## src/rtl/safe_pkg.sv

```systemverilog
`default_nettype none
// ============================================================================
// Module      : safe_pkg
// Description : Shared types, default widths and helpers for safe_keypad_ctrl.
// Revision    : 1.0 - initial release
// ============================================================================
package safe_pkg;

    typedef enum logic [1:0] {
        ENTRY   = 2'd0,
        OPEN    = 2'd1,
        LOCKOUT = 2'd2
    } state_t;

    localparam int C_NUM_DIGITS = 4;
    localparam int C_DIGIT_W    = 4;
    localparam int C_MAX_TRIES  = 3;
    localparam int C_CODE_W     = C_NUM_DIGITS * C_DIGIT_W;
    localparam int C_CNT_W      = $clog2(C_NUM_DIGITS + 2);
    localparam int C_TRIES_W    = $clog2(C_MAX_TRIES + 1);

    // Digit count saturates at lim so overflow stays visible until enter/clear.
    function automatic logic [7:0] sat_inc(input logic [7:0] cnt, input logic [7:0] lim);
        return (cnt >= lim) ? cnt : cnt + 8'd1;
    endfunction

endpackage
`default_nettype wire

```

## src/rtl/safe_timer.sv

```systemverilog
`default_nettype none
// ============================================================================
// Module      : safe_timer
// Description : Loadable down-counter; o_done is high while the count is zero.
// Revision    : 1.0 - initial release
// ============================================================================
module safe_timer #(
    parameter int WIDTH = 10
) (
    input  logic             clk,
    input  logic             rst,
    input  logic             i_load,
    input  logic [WIDTH-1:0] i_load_val,
    output logic             o_done
);

    logic [WIDTH-1:0] r_count;

    always_ff @(posedge clk) begin
        if (rst) begin
            r_count <= '0;
        end else if (i_load) begin
            r_count <= i_load_val;
        end else if (r_count != '0) begin
            r_count <= r_count - WIDTH'(1);
        end
    end

    assign o_done = (r_count == '0);

endmodule
`default_nettype wire

```

## src/rtl/safe_keypad_ctrl.sv

```systemverilog
`default_nettype none
// ============================================================================
// Module      : safe_keypad_ctrl
// Description : Keypad code entry, unlock window and failed-attempt lockout.
//               Optional macro SAFE_CODE_CHANGE_EN allows re-coding while open.
// Revision    : 1.0 - initial release
// ============================================================================
module safe_keypad_ctrl
    import safe_pkg::*;
#(
    parameter int                                   NUM_DIGITS     = C_NUM_DIGITS,
    parameter int                                   DIGIT_W        = C_DIGIT_W,
    parameter logic [NUM_DIGITS*DIGIT_W-1:0]        DEFAULT_CODE   = 16'h2580,
    parameter int                                   MAX_TRIES      = C_MAX_TRIES,
    parameter int                                   LOCKOUT_CYCLES = 1000,
    parameter int                                   UNLOCK_CYCLES  = 500
) (
    input  logic                                clk,
    input  logic                                rst,
    input  logic                                digit_valid,
    input  logic [DIGIT_W-1:0]                  digit,
    input  logic                                enter,
    input  logic                                clear,
    input  logic                                lock_req,
    output logic                                unlocked,
    output logic                                locked,
    output logic                                alarm,
    output logic                                fail_pulse,
    output logic [$clog2(MAX_TRIES+1)-1:0]      tries_left,
    output logic [$clog2(NUM_DIGITS+2)-1:0]     digit_cnt
);

    localparam int CODE_W  = NUM_DIGITS * DIGIT_W;
    localparam int CNT_W   = $clog2(NUM_DIGITS + 2);
    localparam int TRIES_W = $clog2(MAX_TRIES + 1);
    localparam int TMR_MAX = (LOCKOUT_CYCLES > UNLOCK_CYCLES) ? LOCKOUT_CYCLES : UNLOCK_CYCLES;
    localparam int TMR_W   = $clog2(TMR_MAX);

    localparam logic [CNT_W-1:0]   C_FULL       = CNT_W'(NUM_DIGITS);
    localparam logic [TRIES_W-1:0] C_TRIES_INIT = TRIES_W'(MAX_TRIES);
    localparam logic [TMR_W-1:0]   C_OPEN_LOAD  = TMR_W'(UNLOCK_CYCLES - 1);
    localparam logic [TMR_W-1:0]   C_LOCK_LOAD  = TMR_W'(LOCKOUT_CYCLES - 1);

    state_t               r_state, w_state_nxt;
    logic [CODE_W-1:0]    r_entry, w_entry_nxt, w_entry_shift, w_code;
    logic [CNT_W-1:0]     r_cnt, w_cnt_nxt, w_cnt_inc;
    logic [TRIES_W-1:0]   r_tries, w_tries_nxt;
    logic                 r_fail, w_fail_nxt;
    logic                 w_load, w_tmr_done, w_match;
    logic [TMR_W-1:0]     w_load_val;

    assign w_entry_shift = (r_entry << DIGIT_W) | CODE_W'(digit);
    assign w_cnt_inc     = CNT_W'(sat_inc(8'(r_cnt), 8'(NUM_DIGITS + 1)));
    // Full-width compare only: no per-digit information reaches any output.
    assign w_match       = (r_cnt == C_FULL) && (r_entry == w_code);

`ifdef SAFE_CODE_CHANGE_EN
    logic              w_code_we;
    logic [CODE_W-1:0] r_code;

    always_ff @(posedge clk) begin
        if (rst) begin
            r_code <= DEFAULT_CODE;
        end else if (w_code_we) begin
            r_code <= r_entry;
        end
    end

    assign w_code = r_code;
`else
    assign w_code = DEFAULT_CODE;
`endif

    always_comb begin
        w_state_nxt = r_state;
        w_entry_nxt = r_entry;
        w_cnt_nxt   = r_cnt;
        w_tries_nxt = r_tries;
        w_fail_nxt  = 1'b0;
        w_load      = 1'b0;
        w_load_val  = '0;
`ifdef SAFE_CODE_CHANGE_EN
        w_code_we   = 1'b0;
`endif
        case (r_state)
            ENTRY: begin
                if (clear) begin
                    w_entry_nxt = '0;
                    w_cnt_nxt   = '0;
                end else if (enter) begin
                    w_entry_nxt = '0;
                    w_cnt_nxt   = '0;
                    if (w_match) begin
                        w_state_nxt = OPEN;
                        w_tries_nxt = C_TRIES_INIT;
                        w_load      = 1'b1;
                        w_load_val  = C_OPEN_LOAD;
                    end else begin
                        w_fail_nxt  = 1'b1;
                        w_tries_nxt = r_tries - TRIES_W'(1);
                        if (r_tries == TRIES_W'(1)) begin
                            w_state_nxt = LOCKOUT;
                            w_load      = 1'b1;
                            w_load_val  = C_LOCK_LOAD;
                        end
                    end
                end else if (digit_valid) begin
                    w_entry_nxt = w_entry_shift;
                    w_cnt_nxt   = w_cnt_inc;
                end
            end
            OPEN: begin
                if (lock_req) begin
                    w_state_nxt = ENTRY;
                    w_entry_nxt = '0;
                    w_cnt_nxt   = '0;
                end else begin
`ifdef SAFE_CODE_CHANGE_EN
                    if (clear) begin
                        w_entry_nxt = '0;
                        w_cnt_nxt   = '0;
                    end else if (enter) begin
                        w_entry_nxt = '0;
                        w_cnt_nxt   = '0;
                        if (r_cnt == C_FULL) begin
                            w_code_we  = 1'b1;
                            w_load     = 1'b1;
                            w_load_val = C_OPEN_LOAD;
                        end
                    end else if (digit_valid) begin
                        w_entry_nxt = w_entry_shift;
                        w_cnt_nxt   = w_cnt_inc;
                    end
`endif
                    // A code-change restart outranks expiry in the same cycle.
                    if (w_tmr_done && !w_load) begin
                        w_state_nxt = ENTRY;
                        w_entry_nxt = '0;
                        w_cnt_nxt   = '0;
                    end
                end
            end
            LOCKOUT: begin
                if (w_tmr_done) begin
                    w_state_nxt = ENTRY;
                    w_tries_nxt = C_TRIES_INIT;
                end
            end
            default: begin
                w_state_nxt = ENTRY;
            end
        endcase
    end

    always_ff @(posedge clk) begin
        if (rst) begin
            r_state <= ENTRY;
            r_entry <= '0;
            r_cnt   <= '0;
            r_tries <= C_TRIES_INIT;
            r_fail  <= 1'b0;
        end else begin
            r_state <= w_state_nxt;
            r_entry <= w_entry_nxt;
            r_cnt   <= w_cnt_nxt;
            r_tries <= w_tries_nxt;
            r_fail  <= w_fail_nxt;
        end
    end

    safe_timer #(
        .WIDTH (TMR_W)
    ) u_timer (
        .clk        (clk),
        .rst        (rst),
        .i_load     (w_load),
        .i_load_val (w_load_val),
        .o_done     (w_tmr_done)
    );

    assign unlocked   = (r_state == OPEN);
    assign locked     = (r_state != OPEN);
    assign alarm      = (r_state == LOCKOUT);
    assign fail_pulse = r_fail;
    assign tries_left = r_tries;
    assign digit_cnt  = r_cnt;

endmodule
`default_nettype wire

```

## config.mk

```make
export PLATFORM = sky130hd
export DESIGN_NAME = safe_keypad_ctrl
export DESIGN_NICKNAME = d
export VERILOG_FILES = /design/src/rtl/safe_pkg.sv /design/src/rtl/safe_timer.sv /design/src/rtl/safe_keypad_ctrl.sv
export SDC_FILE = /design/constraint.sdc
export NUM_CORES = 1
export LEC_CHECK = 0
export ABC_AREA = 1
export CAP_MARGIN = 20
export CORE_MARGIN = 2
export CORE_UTILIZATION = 48
export DETAILED_ROUTE_END_ITERATION = 8
export PLACE_DENSITY = 0.69
export SYNTH_ARGS = -nofsm -noshare
export SYNTH_HDL_FRONTEND = slang
export SYNTH_HIERARCHICAL = 1
export SYNTH_SLANG_ARGS = --single-unit
```

## constraint.sdc

```tcl
create_clock -name clk -period 2.4 [get_ports clk]
set_clock_uncertainty 0.1 [all_clocks]
set_input_delay 0.72 -clock clk [delete_from_list [all_inputs] [get_ports clk]]
set_output_delay 0.72 -clock clk [all_outputs]
set_load 0.05 [all_outputs]
```

==> metrics.yaml, run 1 <==
status: "complete, no violations"
holdBufCountCts: 0
multi_input_area_sq_um: 1135
fin_util: 0.6196
netlist_instances: 317
num_rows: 23
postPlaceCellArea_sq_um: 2349
async_reset_ff_frac: 0
comb_power_share: 0.385
setup_violations: 0
syn_to_final_growth_pct: 24.22
finalCritPeriodShare: 0.9632
worstHoldStart: "digit_cnt[2]"
ys_top_cells_by_area: "dfxtp_1, nand2_1, nor2_1"
synthFlopType: "dfxtp_1"
path_max_fanout: 4
wl_per_cell_microns: 11.15
synth-seq-cells: 34
clock-sinks: 34
diodes: 0
numPortBuffers: 18
final_net_count: 364
endpoint: "digit_cnt[1]"
cp-end-kind: "output port"
ys_types: 25
synth.yosys.warnings: 6
worst_r2r_path_depth: 13
relSlewSlack: 0.6673
worstSetupStartpoint: "digit_cnt[1]"
crit_cells: 1
grt_pass1_wl_mm: 7.424
synth_common_cells: "nand2_1, nor2_1, nand3_1, dfxtp_1, inv_1"
dpl.hpwl_mm: 3.293
clk-insertion-delay-late_ps: 290
worstSetupPathType: "reg -> out"
viasPerCell: 4.993
yosysMostFrequentCell: "nand2_1"
initial_core_util: 0.4988
ff2ff_setup_slack_ps: 330
die_h_microns: 68.70
grtUsageTotal: 0.2079
h-tree-depth: 2
die_w_microns: 68.70
power.internal_mw: 1.421
whs_ps: 400.8
ir_drop_mv: 0.4178
cp.arrival_ps: 1490
worstPathCellList: "clkdlybuf4s50_1"
maxSlewViolCount: 0
cpLargestDelayFamily: "buffers and inverters"
numCtsBuffers: 5
drtIter0Drc: 148
drc: 0
critPathBufInv: 1
finalPower_mw: 2.272
grt-ovfl-total: 0
ios: 19
worst_pin_slew_ps: 497.5
clk_pin_slew_ps: 70
final_cell_area_sq_um: 2496
power_switching_uw: 850.9
period_minus_slack_ps: 2312
critPathMaxStageDelay_ps: 820
firstDrtPassIters: 4
rr_endpoint: "r_entry[14]"
hold_class: "reg -> reg"
fin_setup_tns_ps: 0
regArea_sq_um: 680.7
finalHoldViolCount: 0
synth_edf_count: 0
timing.fmax_mhz: 432.6
antenna_found_initial: 0
power_leakage_nw: 1.194
cts_max_path_buffers: 2
max-cap-violations: 0
syn-num-nets: 332
ys_seq_area_frac: 0.3387
rsz0062_at_grt: "no"
place_congestion: 0.8679
syn-cell-area_sq_um: 2009
drt_wl_total_mm: 4.458
pwr-share-seq: 0.324
cts_tree: "yes"
synth_top_area_share: 0.3387
cp.required_ps: 1580
coreArea_sq_um: 4029
first_global_vias: 1737
pwr_density_cell_nw_per_um2: 910.1
cp_slowest_cell: "clkdlybuf4s50_1"
p_clk_frac: 0.291
avgSynthCellArea_sq_um: 6.339
die_area_sq_um: 4720
yosysTopAreaCell: "dfxtp_1"
r2r_start: "u_timer/r_count[0]"
fillCellCount: 376
grt_max_degree: 25
via_count: 1997
switching_share: 0.3745
ant_nets: 0
cts-root-buf: "clkbuf_8"
startpoint_type: "flop"
drive_gt1_frac: 0.1314
-- cell type report --
class / instances / area share
Multi-Input combinational cell: 238 / 0.4546
Sequential cell: 34 / 0.2727
Timing Repair Buffer: 34 / 0.1363
Inverter: 36 / 0.05414
Clock buffer: 6 / 0.03308
Tap cell: 50 / 0.02506
Clock inverter: 2 / 0.02406
-- sequential cells by signal (all words and copies together) (netlist names) --
register / cells
r_state: 2
r_entry: 16
digit_cnt: 3
u_timer/r_count: 10
tries_left: 2
fail_pulse: 1
-- routing by layer --
metal,GRT usage,part of all wire,vias up
met5,0,0,-
met4,0.09804,0.024,0
met3,0.03734,0.036,12
met2,0.3329,0.46,39
met1,0.2705,0.48,878
li1,-,-,1068
-- how the worst min path moves through the flow --
stage,slack [ps],endpoint,cells past startpoint
after floorplan,360,r_entry[10],2
after global placement,380,r_entry[10],2
after detailed placement,390,digit_cnt[2],2
after CTS,400,digit_cnt[2],2
after global routing,430,digit_cnt[1],2
final,400,digit_cnt[2],2
-- power by group through the flow --
stage	logic, mW	clock network, mW	registers, mW
after global placement	0.847	0	0.747
after global routing	0.991	0.690	0.748
after CTS	0.873	0.672	0.734
after floorplan	0.642	0	0.741
final	0.874	0.661	0.737
after detailed placement	0.863	0	0.746
-- metrics by stage --
step,worst slack (ps),std cells
floorplan,137.5,317
global placement,-96.32,392
detailed placement,-154.1,392
CTS,75.31,400
global route,22.34,400
finish,88.35,400
-- cell families (layout without fill, tap and decap cells) --
family	count (synthesis)	in the layout	share of synthesized area
adders and majority gates	5	5	0.03113
other	1	1	0.001866
DFF	34	34	0.3387
AOI/OAI and AO/OA	35	35	0.08842
buffers and inverters	45	78	0.09900
and+or+nand+nor	197	197	0.4408
-- layout by cell type, fill, tap and decap left out --
master           Yosys  routed
ha_1                 5       5
nor3_4               1       1
o211ai_1             1       1
or2_2                2       2
nor3_2               0       1
inv_2                3       3
a21oi_1             10      10
conb_1               1       1
nand3b_1             2       2
nor3_1               3       2
clkbuf_8             0       6
nor2_2               3       3
dfxtp_1             34      34
o21ai_0             18      18
nand3_4              1       1
buf_4                1      16
o21ai_1              6       6
nand2_1             75      75
nand3_1             39      39
inv_1               33      33
nand2_2              3       3
nor2_4               4       4
nor2_1              60      60
bufinv_16            0       2
nand4_1              4       4
buf_12               0       4
clkdlybuf4s50_1      0      14
-- what timing repair did --
action | 4_1_cts | 5_1_grt
endpoints found under the setup margin | 0 | 8
resized for setup | 0 | 1
buffers inserted | 0 | 0
Power figures use the tool's default switching activity.
==> inputs of run 2 (changes only) <==
- ABC_CLOCK_PERIOD_IN_PS: not set -> 2400
- CORE_MARGIN: 2 -> 8
==> metrics.yaml, run 2 (synthesized netlist as in run 1, its figures left out) <==
syn_to_final_growth_pct: 21.48
grt_pass1_wl_mm: 7.866
place_inst: 391
viasPerCell: 4.910
fin_util: 0.6059
startpoint_type: "flop"
path_max_fanout: 4
cts_tree: "yes"
antenna_found_initial: 0
setup_violations: 0
ios: 19
fin_setup_tns_ps: 0
timing.fmax_mhz: 431.3
numCtsBuffers: 5
drtIter0Drc: 151
final_cell_mix: "nand2_1, nor2_1, nand3_1"
regArea_sq_um: 680.7
h-tree-depth: 2
post_cts_buffers: 0
pwr_density_cell_nw_per_um2: 806.8
drc: 0
cts_max_path_buffers: 2
largest_reg_flops: 16
coreArea_sq_um: 4029
cpLargestDelayFamily: "buffers and inverters"
via_count: 1954
dp_slack_ps: -136.6
clock-sinks: 34
regMostFlops: "r_entry"
critPathBufInv: 1
drive_gt1_frac: 0.1322
status: "complete, no violations"
multi_input_area_sq_um: 1137
ir_drop_mv: 0.3028
firstDrtPassIters: 4
die_area_sq_um: 6512
worst_pin_slew_ps: 504.6
relSlewSlack: 0.6625
hold_class: "reg -> reg"
drt_wl_total_mm: 4.363
finalCritPeriodShare: 0.9661
wl_per_cell_microns: 10.96
initial_core_util: 0.4988
grt-ovfl-total: 0
postPlaceCellArea_sq_um: 2351
power_leakage_nw: 1.171
worstPathCellList: "clkdlybuf4s50_1"
cp_slowest_cell: "clkdlybuf4s50_1"
finalHoldViolCount: 0
ant_nets: 0
fin_ws_ps: 81.24
final_net_count: 363
clk-insertion-delay-late_ps: 280
cp.required_ps: 1580
finalPower_mw: 1.969
critPathMaxStageDelay_ps: 830
fillCellCount: 392
layout.cells.non_filler: 398
cp.arrival_ps: 1500
clk_pin_slew_ps: 70
layout_commonest_cell: "nand2_1"
whs_ps: 398.7
dpl.hpwl_mm: 3.330
die_w_microns: 80.70
grt_max_degree: 21
grtUsageTotal: 0.1476
place_congestion: 0.8494
worstSetupPathType: "reg -> out"
numPortBuffers: 18
diodes: 0
max-cap-violations: 0
cts-root-buf: "clkbuf_8"
die_h_microns: 80.70
maxSlewViolCount: 0
final_cell_area_sq_um: 2441
num_rows: 23
period_minus_slack_ps: 2319
first_global_vias: 1824
cp-end-kind: "output port"
run 2: cell count changes in the layout (fill, tap and decap cells not counted):
cell             previous run  this run
ha_2                        0         1
buf_12                      4         5
clkdlybuf4s50_1            14        13
buf_4                      16        14
buf_6                       0         1
clkinv_2                    0         2
bufinv_16                   2         0
ha_1                        5         4
clkbuf_8                    6         5
run 2: final cells by class:
cell class              instances  area share
well taps                      50     0.02563
repair buffers                 33      0.1420
inverters                      36     0.05536
clock buffers                   5     0.02819
clock inverters                 2    0.004100
flip-flops and latches         34      0.2788
multi-input cells             238      0.4659
run 2: worst paths after layout:
| path | from | to | slack, ps | cells after the start |
|---|---|---|---|---|
| worst min register to register | digit_cnt[2] | digit_cnt[2] | 400 | 2 |
| worst max register to register | u_timer/r_count[0] | digit_cnt[0] | 300 | 13 |
| worst max-delay path | tries_left[0] | tries_left[0] | 80 | 1 |
| worst min-delay path | digit_cnt[2] | digit_cnt[2] | 400 | 2 |
run 2: per-layer routing:
metal  part of all wire  up-vias  wire (microns)  global-route usage
li1                   -     1063               -                   -
met1               0.51      849            2238              0.1914
met2               0.44       33            1911              0.2334
met3              0.036        9             156             0.03683
met4              0.013        0              57             0.04821
met5                  0        -               0                   0
run 2: repair_timing:
| item | 4_1_cts | 5_1_grt |
|---|---|---|
| resized for setup | 0 | 3 |
| hold buffers | 0 | 0 |
| endpoints found under the setup margin | 0 | 23 |
run 2: where the power goes:
| group | leakage (nW) | switching, mW | internal [mW] |
|---|---|---|---|
| Clock | 0.0438 | 0.207 | 0.195 |
| Sequential | 0.278 | 0.0863 | 0.648 |
| Combinational | 0.849 | 0.509 | 0.324 |
==> inputs of run 3 (changes only) <==
- CORE_MARGIN: 8 -> not set
==> metrics.yaml, run 3 (synthesized netlist as in run 1, its figures left out) <==
status: "complete, no violations"
finalCritPeriodShare: 0.9664
largest_reg_flops: 16
cp-end-kind: "output port"
rr_endpoint: "r_entry[1]"
first_global_vias: 1859
fillCellCount: 419
holdBufCountCts: 0
cp.required_ps: 1580
worstPathCellList: "clkdlybuf4s50_1"
coreArea_sq_um: 4000
clk_pin_slew_ps: 60
ios: 19
regMostFlops: "r_entry"
diodes: 0
post_cts_buffers: 0
clock-sinks: 34
die_area_sq_um: 4449
initial_core_util: 0.5023
die_w_microns: 66.70
rsz0062_at_grt: "no"
crit_cells: 1
place_inst: 392
startpoint_type: "flop"
h-tree-depth: 2
drtIter0Drc: 109
ant_nets: 0
ff2ff_setup_slack_ps: 230
setup_violations: 0
cp_slowest_cell: "clkdlybuf4s50_1"
timing.fmax_mhz: 431.2
antenna_found_initial: 0
cts_max_path_buffers: 2
cts_resized: 0
pwr_density_cell_nw_per_um2: 821.8
num_rows: 23
cts_tree: "yes"
grtUsageTotal: 0.2355
hold_class: "reg -> reg"
power_leakage_nw: 1.163
clk-insertion-delay-late_ps: 280
syn_to_final_growth_pct: 20.80
critPathMaxStageDelay_ps: 830
grt_pass1_wl_mm: 7.886
maxSlewViolCount: 0
viasPerCell: 4.975
dpl.hpwl_mm: 3.460
die_h_microns: 66.70
final_net_count: 364
numPortBuffers: 18
firstDrtPassIters: 4
r2r_start: "u_timer/r_count[0]"
endpoint: "tries_left[0]"
drive_gt1_frac: 0.1293
layout.cells.non_filler: 398
via_count: 1980
finalHoldViolCount: 0
numCtsBuffers: 5
whs_ps: 397.3
cts-root-buf: "clkbuf_8"
worstSetupStartpoint: "tries_left[0]"
worstSetupPathType: "reg -> out"
cpLargestDelayFamily: "buffers and inverters"
path_max_fanout: 4
wl_per_cell_microns: 11.28
critPathBufInv: 1
ir_drop_mv: 0.3422
max-cap-violations: 0
place_congestion: 0.9143
layout_commonest_cell: "nand2_1"
drc: 0
cp.arrival_ps: 1500
period_minus_slack_ps: 2319
worst_r2r_path_depth: 13
drt_wl_total_mm: 4.491
final_cell_mix: "nand2_1, nor2_1, nand3_1"
grt_max_degree: 25
grt-ovfl-total: 0
[run 3: worst min-delay path: stages, from the launching register on]
cell	delay, ps
dfxtp_1	330
o21ai_1	70
nor2_1	70
[run 3: layer usage]
layer	up-vias	wire [microns]	GRT usage	part of all wire
met5	-	0	0	0
li1	1066	-	-	-
met2	25	2284	0.4520	0.51
met4	0	60	0.08511	0.013
met3	7	105	0.04281	0.023
met1	882	2040	0.2505	0.45
[run 3: stage by stage]
| step | cell area (sq um) | total power, mW | setup TNS [ps] | util | setup slack (ps) |
|---|---|---|---|---|---|
| 2_1_floorplan | 2009 | 1.382 | 0 | - | 137.5 |
| 3_3_place_gp | 2336 | 1.585 | -215.8 | 0.5840 | -54.68 |
| 3_5_place_dp | 2336 | 1.592 | -574.9 | 0.5840 | -103.0 |
| 4_1_cts | 2419 | 2.015 | 0 | 0.6046 | 66.16 |
| 5_1_grt | 2427 | 2.153 | 0 | 0.6068 | 6.868 |
| 6_report | 2427 | 1.995 | 0 | 0.6068 | 80.64 |
[run 3: cell type report]
type	instances	area (sq um)	area share
multi-input combinational	238	1139	0.4691
sequential	34	680.7	0.2804
timing repair buffer	34	327.8	0.1351
inverter	36	135.1	0.05567
clock buffer	6	82.58	0.03402
tap	50	62.56	0.02577
[run 3: worst min path at each step]
stage                      start            to  slack (ps)  depth (start not counted)
floorplan            r_entry[10]   r_entry[10]         360                          2
global placement     r_entry[15]   r_entry[15]         380                          2
detailed placement   r_entry[10]   r_entry[10]         390                          2
CTS                  r_entry[10]   r_entry[10]         400                          2
global route        digit_cnt[2]  digit_cnt[2]         440                          2
finish               r_entry[10]   r_entry[10]         400                          2
[run 3: power by group]
part / total, mW / internal (mW) / switching, mW
Sequential: 0.737 / 0.649 / 0.0885
Combinational: 0.843 / 0.319 / 0.525
Clock: 0.414 / 0.221 / 0.193
Total: 1.99 / 1.19 / 0.806
